`src/rtl/fetch_unit_if.sv`:
```
// Fetch-stage bus bundle: instruction-memory port, redirect input from
// execute, and the valid/ready instruction stream to decode.
//   imem_addr      : fetch -> imem, byte address (current fetch PC)
//   imem_rdata     : imem -> fetch, combinational instruction word
//   redirect_valid : execute -> fetch, take redirect this cycle
//   redirect_pc    : execute -> fetch, redirect target byte address
//   out_valid      : fetch -> decode, head entry valid
//   out_ready      : decode -> fetch, head accepted
//   out_pc         : fetch -> decode, PC of head entry
//   out_instr      : fetch -> decode, instruction of head entry
//   misalign_fault : fetch -> core, sticky misaligned-redirect flag
interface fetch_unit_if;
    logic [31:0] imem_addr;
    logic [31:0] imem_rdata;
    logic        redirect_valid;
    logic [31:0] redirect_pc;
    logic        out_valid;
    logic        out_ready;
    logic [31:0] out_pc;
    logic [31:0] out_instr;
    logic        misalign_fault;

    // Fetch unit side
    modport master (
        output imem_addr,
        input  imem_rdata,
        input  redirect_valid,
        input  redirect_pc,
        output out_valid,
        input  out_ready,
        output out_pc,
        output out_instr,
        output misalign_fault
    );

    // Memory / execute / decode side
    modport slave (
        input  imem_addr,
        output imem_rdata,
        output redirect_valid,
        output redirect_pc,
        input  out_valid,
        output out_ready,
        input  out_pc,
        input  out_instr,
        input  misalign_fault
    );
endinterface

```
`src/rtl/fetch_unit.sv`:
```
// PC and prefetch stage of the RV32I core. Owns the fetch PC, drives it to
// instruction memory, captures the returned word together with its PC into
// a DEPTH-entry FIFO and presents the head to decode via valid/ready.
// Redirects flush the FIFO and restart fetch at the target.
// Optional feature macro: FETCH_MISALIGN_TRAP_EN
//   defined   : misaligned redirect sets sticky misalign_fault and halts fetch
//   undefined : redirect_pc[1:0] forced to 0, misalign_fault tied 0
// Ports:
//   clk  : clock, rising edge
//   rst  : asynchronous active-high reset
//   bus  : fetch_unit_if.master (imem port, redirect, decode stream, fault)
// Parameters:
//   RESET_PC : fetch PC after reset
//   DEPTH    : FIFO entries (>= 2)
module fetch_unit #(
    parameter logic [31:0] RESET_PC = 32'h0000_0000,
    parameter int unsigned DEPTH    = 2
) (
    input  logic          clk,
    input  logic          rst,
    fetch_unit_if.master  bus
);

    localparam int unsigned PTR_W  = (DEPTH > 1) ? $clog2(DEPTH) : 1;
    localparam int unsigned CNT_W  = $clog2(DEPTH + 1);
    localparam int unsigned ENT_W  = 64;
    localparam logic [31:0] NOP    = 32'h0000_0013;

    typedef enum logic {RUN, HALT} state_e;

    state_e             state_q, state_d;
    logic [31:0]        fetch_pc_q, fetch_pc_d;
    logic [CNT_W-1:0]   cnt_q, cnt_d;
    logic [PTR_W-1:0]   rd_q, rd_d;
    logic [PTR_W-1:0]   wr_q, wr_d;
    logic [ENT_W-1:0]   mem_q [DEPTH];
    logic               push_c;
    logic               pop_c;
    logic               valid_c;
`ifdef FETCH_MISALIGN_TRAP_EN
    logic               fault_q, fault_d;
`endif

    // Pointer increment modulo DEPTH (DEPTH need not be a power of two)
    function automatic logic [PTR_W-1:0] ptr_inc(input logic [PTR_W-1:0] p);
        return (p == PTR_W'(DEPTH - 1)) ? '0 : p + PTR_W'(1);
    endfunction

    assign valid_c = (cnt_q != '0);
    assign pop_c   = valid_c && bus.out_ready;

    // Next-state: redirect wins over push/pop; HALT blocks fetching
    always_comb begin
        state_d    = state_q;
        fetch_pc_d = fetch_pc_q;
        cnt_d      = cnt_q;
        rd_d       = rd_q;
        wr_d       = wr_q;
        push_c     = 1'b0;
`ifdef FETCH_MISALIGN_TRAP_EN
        fault_d    = fault_q;
`endif
        if (bus.redirect_valid) begin
            cnt_d = '0;
            rd_d  = '0;
            wr_d  = '0;
`ifdef FETCH_MISALIGN_TRAP_EN
            fetch_pc_d = bus.redirect_pc;
            if (bus.redirect_pc[1:0] != 2'b00) begin
                fault_d = 1'b1;
                state_d = HALT;
            end else begin
                fault_d = 1'b0;
                state_d = RUN;
            end
`else
            fetch_pc_d = bus.redirect_pc & 32'hFFFF_FFFC;
            state_d    = RUN;
`endif
        end else begin
            case (state_q)
                RUN:     push_c = (cnt_q < CNT_W'(DEPTH)) || pop_c;
                HALT:    push_c = 1'b0;
                default: push_c = 1'b0;
            endcase
            if (push_c) begin
                wr_d       = ptr_inc(wr_q);
                fetch_pc_d = fetch_pc_q + 32'd4;
            end
            if (pop_c) begin
                rd_d = ptr_inc(rd_q);
            end
            case ({push_c, pop_c})
                2'b10:   cnt_d = cnt_q + CNT_W'(1);
                2'b01:   cnt_d = cnt_q - CNT_W'(1);
                default: cnt_d = cnt_q;
            endcase
        end
    end

    // State register
    always_ff @(posedge clk or posedge rst) begin
        if (rst) begin
            state_q    <= RUN;
            fetch_pc_q <= RESET_PC;
            cnt_q      <= '0;
            rd_q       <= '0;
            wr_q       <= '0;
`ifdef FETCH_MISALIGN_TRAP_EN
            fault_q    <= 1'b0;
`endif
        end else begin
            state_q    <= state_d;
            fetch_pc_q <= fetch_pc_d;
            cnt_q      <= cnt_d;
            rd_q       <= rd_d;
            wr_q       <= wr_d;
`ifdef FETCH_MISALIGN_TRAP_EN
            fault_q    <= fault_d;
`endif
        end
    end

    // FIFO storage; contents are don't-care while count is 0
    always_ff @(posedge clk) begin
        if (push_c && !rst) begin
            mem_q[wr_q] <= {fetch_pc_q, bus.imem_rdata};
        end
    end

    assign bus.imem_addr = fetch_pc_q;
    assign bus.out_valid = valid_c;
    assign bus.out_pc    = valid_c ? mem_q[rd_q][63:32] : 32'h0000_0000;
    assign bus.out_instr = valid_c ? mem_q[rd_q][31:0]  : NOP;
`ifdef FETCH_MISALIGN_TRAP_EN
    assign bus.misalign_fault = fault_q;
`else
    assign bus.misalign_fault = 1'b0;
`endif

endmodule

```
`src/flat_wrapper.sv`:
```
// flat-port wrapper written by rule: the top's interface ports become plain ports
module fetch_unit_flat 
#(
    parameter logic [31:0] RESET_PC = 32'h0000_0000,
    parameter int unsigned DEPTH    = 2
)
  (clk, rst, bus_imem_addr, bus_imem_rdata, bus_redirect_valid, bus_redirect_pc, bus_out_valid, bus_out_ready, bus_out_pc, bus_out_instr, bus_misalign_fault);
  fetch_unit_if bus_i ();
  input  logic clk;
  input  logic rst;
  output wire logic [$bits(bus_i.imem_addr)-1:0] bus_imem_addr;
  input wire logic [$bits(bus_i.imem_rdata)-1:0] bus_imem_rdata;
  input wire logic [$bits(bus_i.redirect_valid)-1:0] bus_redirect_valid;
  input wire logic [$bits(bus_i.redirect_pc)-1:0] bus_redirect_pc;
  output wire logic [$bits(bus_i.out_valid)-1:0] bus_out_valid;
  input wire logic [$bits(bus_i.out_ready)-1:0] bus_out_ready;
  output wire logic [$bits(bus_i.out_pc)-1:0] bus_out_pc;
  output wire logic [$bits(bus_i.out_instr)-1:0] bus_out_instr;
  output wire logic [$bits(bus_i.misalign_fault)-1:0] bus_misalign_fault;
  assign bus_imem_addr = bus_i.imem_addr;
  assign bus_i.imem_rdata = bus_imem_rdata;
  assign bus_i.redirect_valid = bus_redirect_valid;
  assign bus_i.redirect_pc = bus_redirect_pc;
  assign bus_out_valid = bus_i.out_valid;
  assign bus_i.out_ready = bus_out_ready;
  assign bus_out_pc = bus_i.out_pc;
  assign bus_out_instr = bus_i.out_instr;
  assign bus_misalign_fault = bus_i.misalign_fault;
  fetch_unit #(.RESET_PC(RESET_PC), .DEPTH(DEPTH)) u_core (.clk(clk), .rst(rst), .bus(bus_i));
endmodule
```
`config.mk`:
```
export PLATFORM = sky130hd
export DESIGN_NAME = fetch_unit_flat
export DESIGN_NICKNAME = d
export VERILOG_FILES = /design/src/rtl/fetch_unit_if.sv /design/src/rtl/fetch_unit.sv /design/src/flat_wrapper.sv
export SDC_FILE = /design/constraint.sdc
export NUM_CORES = 1
export LEC_CHECK = 0
export ABC_AREA = 1
export BUFFER_PORTS_ARGS = -buffer_cell sky130_fd_sc_hd__buf_2
export CELL_PAD_IN_SITES_DETAIL_PLACEMENT = 0
export CELL_PAD_IN_SITES_GLOBAL_PLACEMENT = 1
export CORE_ASPECT_RATIO = 0.5
export CORE_MARGIN = 4
export CORE_UTILIZATION = 40
export CTS_CLUSTER_SIZE = 24
export DETAILED_ROUTE_END_ITERATION = 7
export PLACE_DENSITY_LB_ADDON = 0.2
export SYNTH_ARGS = -nofsm -noshare
export SYNTH_HDL_FRONTEND = slang
export SYNTH_SLANG_ARGS = --single-unit
```
`constraint.sdc`:
```
create_clock -name clk -period 18.1 [get_ports clk]
set_input_delay 0.905 -clock clk [delete_from_list [all_inputs] [get_ports clk]]
set_output_delay 0.905 -clock clk [all_outputs]
set_load 0.02 [all_outputs]
```
[Word-level counts from Yosys, hierarchy flattened]
Memories as Yosys holds them, arrays and structs flattened.
Index checks and enable logic that the tools add are counted.
Word-level totals
  flip-flop bits (word level): 36
  RAM bits: 128
  bits of input ports: 68
  output and inout port bits: 98
  word-level logic and storage cells: 37
  memories kept: 1
Cells by class
  $add $sub $neg: 5
  $lt $le $gt $ge: 1
  equal/unequal tests: 2
  multiplexer cells: 16
  reductions and logical operators: 8
Memory list
  u_core.mem_q: depth 2, width 64, rd ports 1, clocked after Yosys merged registers in 0, wr ports 1, RTL line fetch_unit.sv:36  | logic [ENT_W-1:0] mem_q [DEPTH];
Operators with widths (count)
  32-bit two-way mux: 4
  32-bit by 3-bit adder with 32-bit output, second input constant: 1
  1-bit two-way mux: 10
  2-bit nonzero test: 3
  2-bit one-hot mux with 2 select lines: 1
  3-bit nonzero test: 1
  1-bit adder, second input constant: 2
  2-bit by 1-bit adder with 2-bit output, second input constant: 1
  2-bit by 1-bit == test with 1-bit output, second input constant: 1
  2-bit == test, second input constant: 1
  1-bit logical AND: 2
  2-bit < comparator, second input constant: 1
  2-bit two-way mux: 1
  2-bit by 1-bit subtractor with 2-bit output, second input constant: 1
  1-bit zero test: 1
  1-bit logical OR: 1

[Depth between registers and ports, before layout]
Gate-level depths: netlist (run 1).
  depth after elaboration: 8
  gate-level depth with buffers: 12
  mapped depth without buffers: 11

[Worst setup path before layout (run 1)]
Ideal clock, no wire load.
  path type: in2reg
  from: input port bus_redirect_valid
  to: memory u_core.mem_q[1][0], enable pin
  library setup time: 558 ps
  data arrival time: 5457 ps
  data required time: 17542 ps
  slack: 12085 ps
  stages on the path: 4
  path buffers: 1
  cells stage by stage: inv_1 > buf_2 > nand2_1 > nor3_1
On the way
  cells in the longest elaborated chain, start to end: 4
Ends and longest elaborated chain
  start, declared: RTL line flat_wrapper.sv:13  | input wire logic [$bits(bus_i.redirect_valid)-1:0] bus_redirect_valid;
  1-bit two-way mux: RTL line fetch_unit.sv:63  | if (bus.redirect_valid) begin
  1-bit logical AND: RTL line fetch_unit.sv:126  | if (push_c && !rst) begin
  1-bit two-way mux: RTL line fetch_unit.sv:126
  1-bit two-way mux (not written as such): RTL line fetch_unit.sv:127  | mem_q[wr_q] <= {fetch_pc_q, bus.imem_rdata};
  end, declared: RTL line fetch_unit.sv:36
No other way between the ends.

[Final worst setup path (run 1)]
  from: register u_core.cnt_q[1]
  to: memory u_core.mem_q[0][50], enable pin
On the way
  cells in the longest elaborated chain, start to end: 8
  elaborated cells between the ends (all ways): 9
  classes of those cells: 1 x order compare; 4 x mux; 4 x reduce/logical
Ends and longest elaborated chain
  start, declared: RTL line fetch_unit.sv:33  | logic [CNT_W-1:0] cnt_q, cnt_d;
  start signal, assigned: RTL line fetch_unit.sv:115  | cnt_q <= cnt_d;
  branches (longest 2 deep; another with 2-bit < comparator)
  1-bit logical OR *: RTL line fetch_unit.sv:82  | RUN: push_c = (cnt_q < CNT_W'(DEPTH)) || pop_c;
  1-bit two-way mux * (2 in a row): RTL line fetch_unit.sv:63
  1-bit logical AND *: RTL line fetch_unit.sv:126
  1-bit two-way mux *: RTL line fetch_unit.sv:126
  1-bit two-way mux (not written as such) *: RTL line fetch_unit.sv:127
Every way passes the cells marked *. The select of a mux whose other input is x is not followed.

==> results of run 1 <==
==> critical path, cell delays in order (launching register included) <==
cell and delay [ps]:
dfrtp_1 360, inv_1 70, ha_1 190, inv_2 760, nand2_2 210, nand2_2 180, nand2_1 180, inv_1 650
nand2_1 220, nor2_4 120, buf_4 670
==> metal layers <==
| layer | vias up | routed length, um |
|---|---|---|
| li1 | 2654 | - |
| met1 | 2560 | 8652 |
| met2 | 142 | 8239 |
| met3 | 19 | 946 |
| met4 | 0 | 225 |
| met5 | - | 0 |
==> layout by cell type, fill, tap and decap left out <==
cell type   synthesis  final
a21oi_1             6      6
a31oi_1             2      2
and2_1              1      1
buf_2               3    158
buf_4               8      5
clkbuf_16           0     17
clkinv_2            0      3
clkinv_4            0      2
clkinvlp_4          0      4
conb_1              1      5
dfrtp_1            34     33
dfrtp_2             0      1
diode_2             0      1
edfxtp_1          124    124
ha_1                2      2
inv_1              33     33
inv_2               4      4
inv_6               0      3
inv_8               0      2
nand2_1           152    152
nand2_2             7      7
nand2_4             2      2
nand3_1            33     33
nand3b_1            1      1
nand4_1             7      7
nor2_1            151    150
nor2_2              7      7
nor2_4              8      9
nor3_1              3      2
nor3_2              0      1
o211ai_1            5      5
o21ai_0            72     72
o21ai_1             2      2
o21bai_1            2      2
or2_2               3      3
xnor2_1             1      1
xor2_1              9      9
==> registers in the layout (all words and copies together), names as in the netlist <==
| signal | flops |
|---|---|
| u_core.bus.imem_addr | 30 |
| u_core.wr_q | 1 |
| u_core.rd_q | 1 |
| u_core.cnt_q | 2 |
| u_core.mem_q | 124 |
==> logic make-up (layout without fill, tap and decap cells) <==
group	after synthesis	after routing	share of synthesized area, %
simple gates	375	375	22.62
flops	158	158	64.91
compound gates	89	89	6.605
buf+inv	70	231	4.208
xor+xnor	10	10	1.243
fa+ha+maj	2	2	0.3551
other cells	1	6	0.05322
==> worst max-delay path by stage <==
stage          cells after the start               start  slack, ps             endpoint
6_report                          10     u_core.cnt_q[1]      14010  u_core.mem_q[0][50]
5_1_grt                           10     u_core.cnt_q[1]      13630  u_core.mem_q[0][14]
4_1_cts                           10     u_core.cnt_q[1]      13910   u_core.mem_q[0][5]
3_5_place_dp                      10     u_core.cnt_q[1]      13920  u_core.mem_q[0][19]
3_3_place_gp                      10     u_core.cnt_q[1]      13990  u_core.mem_q[0][19]
2_1_floorplan                      4  bus_redirect_valid      12080   u_core.mem_q[1][0]
==> area by class of cell <==
type,count,area (um2)
multi-input cells,481,2203
repair buffers,163,828.3
clock buffers,17,425.4
flip-flops and latches,158,4576
fillers,1558,8235
well taps,227,284.0
diodes,1,2.502
clock inverters,14,111.4
inverters,37,138.9
==> power groups by stage <==
| stage | clock (uW) | sequential, uW | combinational [uW] |
|---|---|---|---|
| floorplan | 0 | 524 | 273 |
| global placement | 0 | 512 | 442 |
| detailed placement | 0 | 515 | 447 |
| CTS | 338 | 508 | 448 |
| global route | 355 | 515 | 487 |
| finish | 330 | 507 | 438 |
==> metrics by stage <==
stage	instances	instance area, um2	util, %	hold slack, ps
3_3_place_gp	1066	8030	47.79	509.8
2_1_floorplan	709	7062	-	493.0
4_1_cts	1097	8567	50.98	547.1
6_report	1098	8569	50.99	534.4
5_1_grt	1097	8567	50.98	577.5
3_5_place_dp	1066	8030	47.79	535.2
==> metrics.yaml, run 1 <==
globalRouteMet2Util_pct: 30.28
die_y_um: 101.9
cts_hold_buffers: 0
critPathLaunchType: "flip-flop"
clock-sinks: 158
synthTopCellsByArea: "edfxtp_1 (53%), dfrtp_1 (12%), nand2_1 (8.1%)"
syn_area_mm2: 0.007047
cts_tree: "done"
hold_viol_final: 0
busiest_layer: "met2"
r2r_cells: 10
ys.flop_type: "edfxtp_1"
synth.most_common_cell: "nand2_1"
die_area_mm2: 0.01993
via_count: 5375
p_switching_uw: 514.9
clk_pin_slew_worst_paths_ps: 70
hold_path_end: "u_core.mem_q[0][62]"
seq_power_share_pct: 39.8
clockBufferDepth: 2
grt_overflow: 0
hold_path_depth: 0
rsz0062_at_grt: "no"
die_w_um: 195.7
ys_seq_elements: 158
rows: 33
grt_use_total_pct: 18.63
leakage_uw: 0.003626
arrival_ps: 4140
setup_viol: 0
peakVddDrop_mv: 0.07284
core-area_mm2: 0.01680
syn2layout_area_growth_pct: 21.61
synth_edf_count: 124
pre_cts_slack_ps: 13920
use_met1_pct: 25.22
power.total_uw: 1275
min_period_ps: 4094
min_from: "u_core.bus.imem_addr[30]"
layout_setup_ws_ps: 14010
synth.top_cell.area_share_pct: 52.84
grt_pass1_wl_mm: 28.78
layout-drive-gt1-share_pct: 26.21
drcViolationCount: 0
finalNetCount: 928
synthTopCellsByCount: "nand2_1 (152), nor2_1 (151), edfxtp_1 (124)"
ys_seq_area_share_pct: 64.91
end_kind: "flip-flop"
max_cap_violations: 0
grt_antenna_before_repair: 0
required_ps: 18150
crit_fanout: 64
ant_nets: 0
grt_pass1_vias: 5397
finalCritPeriodShare_pct: 22.62
clock_latency_ps: 430
portBuffers: 158
grt_max_degree: 65
drt_pass1_iterations: 4
post_cts_resized: 0
dp_hpwl_mm: 11.68
wl_mm: 18.06
yosys_warnings: 0
syn-mean-instance-area_um2: 9.995
ys_types: 30
fin_skew_ps: 9.820
wire_per_inst_um: 16.45
root_buffer: "clkbuf_16"
syn_inst: 705
slew_headroom_pct: 28.96
routabilityCongestion: 0.8221
worst_pin_slew_ps: 1064
r2r-start: "u_core.cnt_q[1]"
ioPinCount: 166
async_flop_share_pct: 21.52
cts_setup_buffers: 0
avgViaCountPerCell: 4.895
fmax_ghz: 0.2442
rrSetupSlack_ps: 14010
reg2reg_to: "u_core.mem_q[0][50]"
start_util_pct: 41.93
hp-class: "flip-flop to flip-flop"
crit_type: "flip-flop to flip-flop"
cts_buffers: 17
yosysTopAreaCell: "edfxtp_1"
clkPwrFrac_pct: 25.9
power_density_mw_per_mm2: 148.8
drt_iter0_drc: 268
slew_violations: 0
htreeDepth: 4
sw_frac_of_total_pct: 40.37
p_int_uw: 760.6
use_met3_pct: 4.282
p_comb_share_pct: 34.4
status: "complete, no violations"
fin_tns_setup_ps: 0
(Power assumes the default switching activity.)
==> inputs of run 2 (changes only) <==
- CORE_UTILIZATION: 40 -> 37
- clock period: 18.1 -> 3.6 ns (I/O delays scaled with it)
==> run 2 against run 1 <==
  * Total power rose to 5.2 times the previous value
  * Register-to-register slack worse by 13000 ps
  * Setup slack worse by 13000 ps
  * Hold slack worse by 520 ps
  * Sequential cell count did not move
  * Non-clock buffer count up 56
  * Largest cell class unchanged
  * Largest power group unchanged
==> metrics.yaml, run 2 (synthesized netlist as in run 1, its figures left out) <==
core-area_mm2: 0.01852  # +10%
drcViolationCount: 0  # unchanged
fmax_ghz: 0.4130
required_ps: 3420  # -14,730 ps
finalCritPeriodShare_pct: 67.26
grt_max_degree: 64  # -1.5%
largest_register_ffs: 124  # unchanged
mostFrequentLayoutCell: "buf_2"
dp.cells: 1104  # +3.6%
root_buffer: "clkbuf_16"
clock-sinks: 158  # unchanged
cts_buffers: 17  # unchanged
n_antenna_cell: 0  # -1
clk_pin_slew_worst_paths_ps: 70  # about the same
dpl_cell_area_mm2: 0.008122  # +1.1%
fillers: 1777  # +14%
cpMostUsedCell: "nor2_1"
dp_hpwl_mm: 12.38  # +6.0%
clkPwrFrac_pct: 26.5  # +0.6 points
arrival_ps: 2240  # -1900 ps
clockBufferDepth: 2  # unchanged
wire_per_inst_um: 16.05  # -2.5%
setup_viol: 0  # unchanged
peakVddDrop_mv: 0.3961  # +440%
regArea_mm2: 0.004576  # unchanged
p_switching_uw: 2685  # +420%
min_period_ps: 2421
ioPinCount: 166  # unchanged
p_int_uw: 3910  # +410%
via_count: 5550  # +3.3%
post_cts_resized: 0  # unchanged
hp-class: "input port to flip-flop"
hold_viol_final: 0  # unchanged
htreeDepth: 4  # unchanged
path_delay_family: "buffers and inverters"
layoutNonFillerInstCount: 1186  # +8.0%
rsz0062_at_grt: "no"
multi_input_area_mm2: 0.002210  # +0.28%
layout-drive-gt1-share_pct: 25.35  # -0.86 points
grt_overflow: 0  # unchanged
layout_setup_ws_ps: 1179  # -12,830 ps
drt_iter0_drc: 296  # +10%
path_buf_inv: 3  # -1
cpMaxStageDelayCell: "inv_2"
grt_antenna_before_repair: 0  # unchanged
seq_power_share_pct: 38.7  # -1.1 points
cp_cell_sequence: "inv_2, buf_4, nor2_1, nor2_1, buf_2"
cts_setup_buffers: 0  # unchanged
grt_use_total_pct: 17.94  # -0.69 points
start_util_pct: 38.04  # -3.9 points
max_stage_delay_ps: 690  # -70 ps
portBuffers: 158  # unchanged
fin_tns_setup_ps: 0  # unchanged
status: "complete, no violations"
fin_skew_ps: 11.23  # +1.412 ps
power_density_mw_per_mm2: 717.0  # +380%
end_kind: "primary output"
crit_fanout: 47  # -27%
finalNetCount: 984  # +6.0%
die_area_mm2: 0.02145  # +7.6%
worst_pin_slew_ps: 958.7  # -105.4 ps
critPathLaunchType: "flip-flop"
cts_hold_buffers: 50  # +50
avgViaCountPerCell: 4.680  # -4.4%
slew_violations: 0  # unchanged
regMostFlops: "u_core.mem_q"
grt_pass1_wl_mm: 30.39  # +5.6%
sw_frac_of_total_pct: 40.71  # +0.34 points
pre_cts_slack_ps: 1268  # -12,650 ps
design_area_mm2: 0.009198  # +7.3%
ant_nets: 0  # unchanged
layout_common_cells: "buf_2 (158), nand2_1 (152), nor2_1 (150)"
slew_headroom_pct: 36.00  # +7.0 points
wl_mm: 19.03  # +5.4%
leakage_uw: 0.003884  # +7.1%
max_cap_violations: 0  # unchanged
drt_pass1_iterations: 4  # unchanged
syn2layout_area_growth_pct: 30.52
cts_tree: "done"
p_comb_share_pct: 34.8  # +0.4 points
crit_type: "flip-flop to primary output"
routabilityCongestion: 0.8325  # +1.3%
die_w_um: 203.2  # +3.8%
clock_latency_ps: 430  # about the same
die_y_um: 105.6  # +3.7%
rows: 35  # +6.1%
grt_pass1_vias: 5513  # +2.1%
[run 2: area by class of cell]
class,instances,share of cell area [%]
repair buffers,219,14.94
multi-input cells,481,24.02
clock inverters,15,1.632
flip-flops and latches,158,49.75
inverters,37,1.510
clock buffers,17,4.625
well taps,259,3.523
[run 2: worst reg2reg max path, stage by stage, from the launching register on]
cell     delay, ps
dfrtp_1        360
inv_1           70
ha_1           190
inv_2           60
nand2_2         70
nand2_2        120
nand2_1        210
inv_1          130
nand2_1        100
nor2_4         100
buf_4          440
[run 2: power groups by stage]
stage	clock, uW	combinational (uW)	sequential [uW]
final	1750	2300	2550
after global routing	1860	2550	2590
after CTS	1790	2330	2550
after detailed placement	0	2290	2590
after global placement	0	2270	2580
after floorplan	0	1380	2620
[run 2: worst paths after layout]
check                              startpoint                        to  slack (ps)  depth (start not counted)
min in group asynchronous                 rst  u_core.bus.imem_addr[25]         460                          3
hold / removal             bus_redirect_pc[5]   u_core.bus.imem_addr[5]          10                          3
setup reg to reg              u_core.cnt_q[1]       u_core.mem_q[0][12]        1360                         10
setup / recovery                  u_core.rd_q         bus_out_instr[12]        1180                          5
hold reg to reg               u_core.cnt_q[0]           u_core.cnt_q[0]         540                          2
max in group asynchronous                 rst               u_core.rd_q        2390                          4
[run 2: per-layer routing]
metal / vias to the layer above / GRT usage, % / share of wire (%)
li1: 2758 / - / -
met1: 2658 / 25.47 / 49
met2: 121 / 28.84 / 46
met3: 13 / 3.136 / 4.2
met4: 0 / 4.473 / 0.93
met5: - / 0 / 0
[run 2: through the flow]
step | power (uW) | hold slack (ps) | util [%]
after floorplan | 4004 | 278.9 | -
after global placement | 4847 | 368.9 | 43.84
after detailed placement | 4876 | 371.6 | 43.84
after CTS | 6669 | 3.818 | 49.65
after global routing | 6992 | 21.45 | 49.65
final | 6595 | 12.77 | 49.65
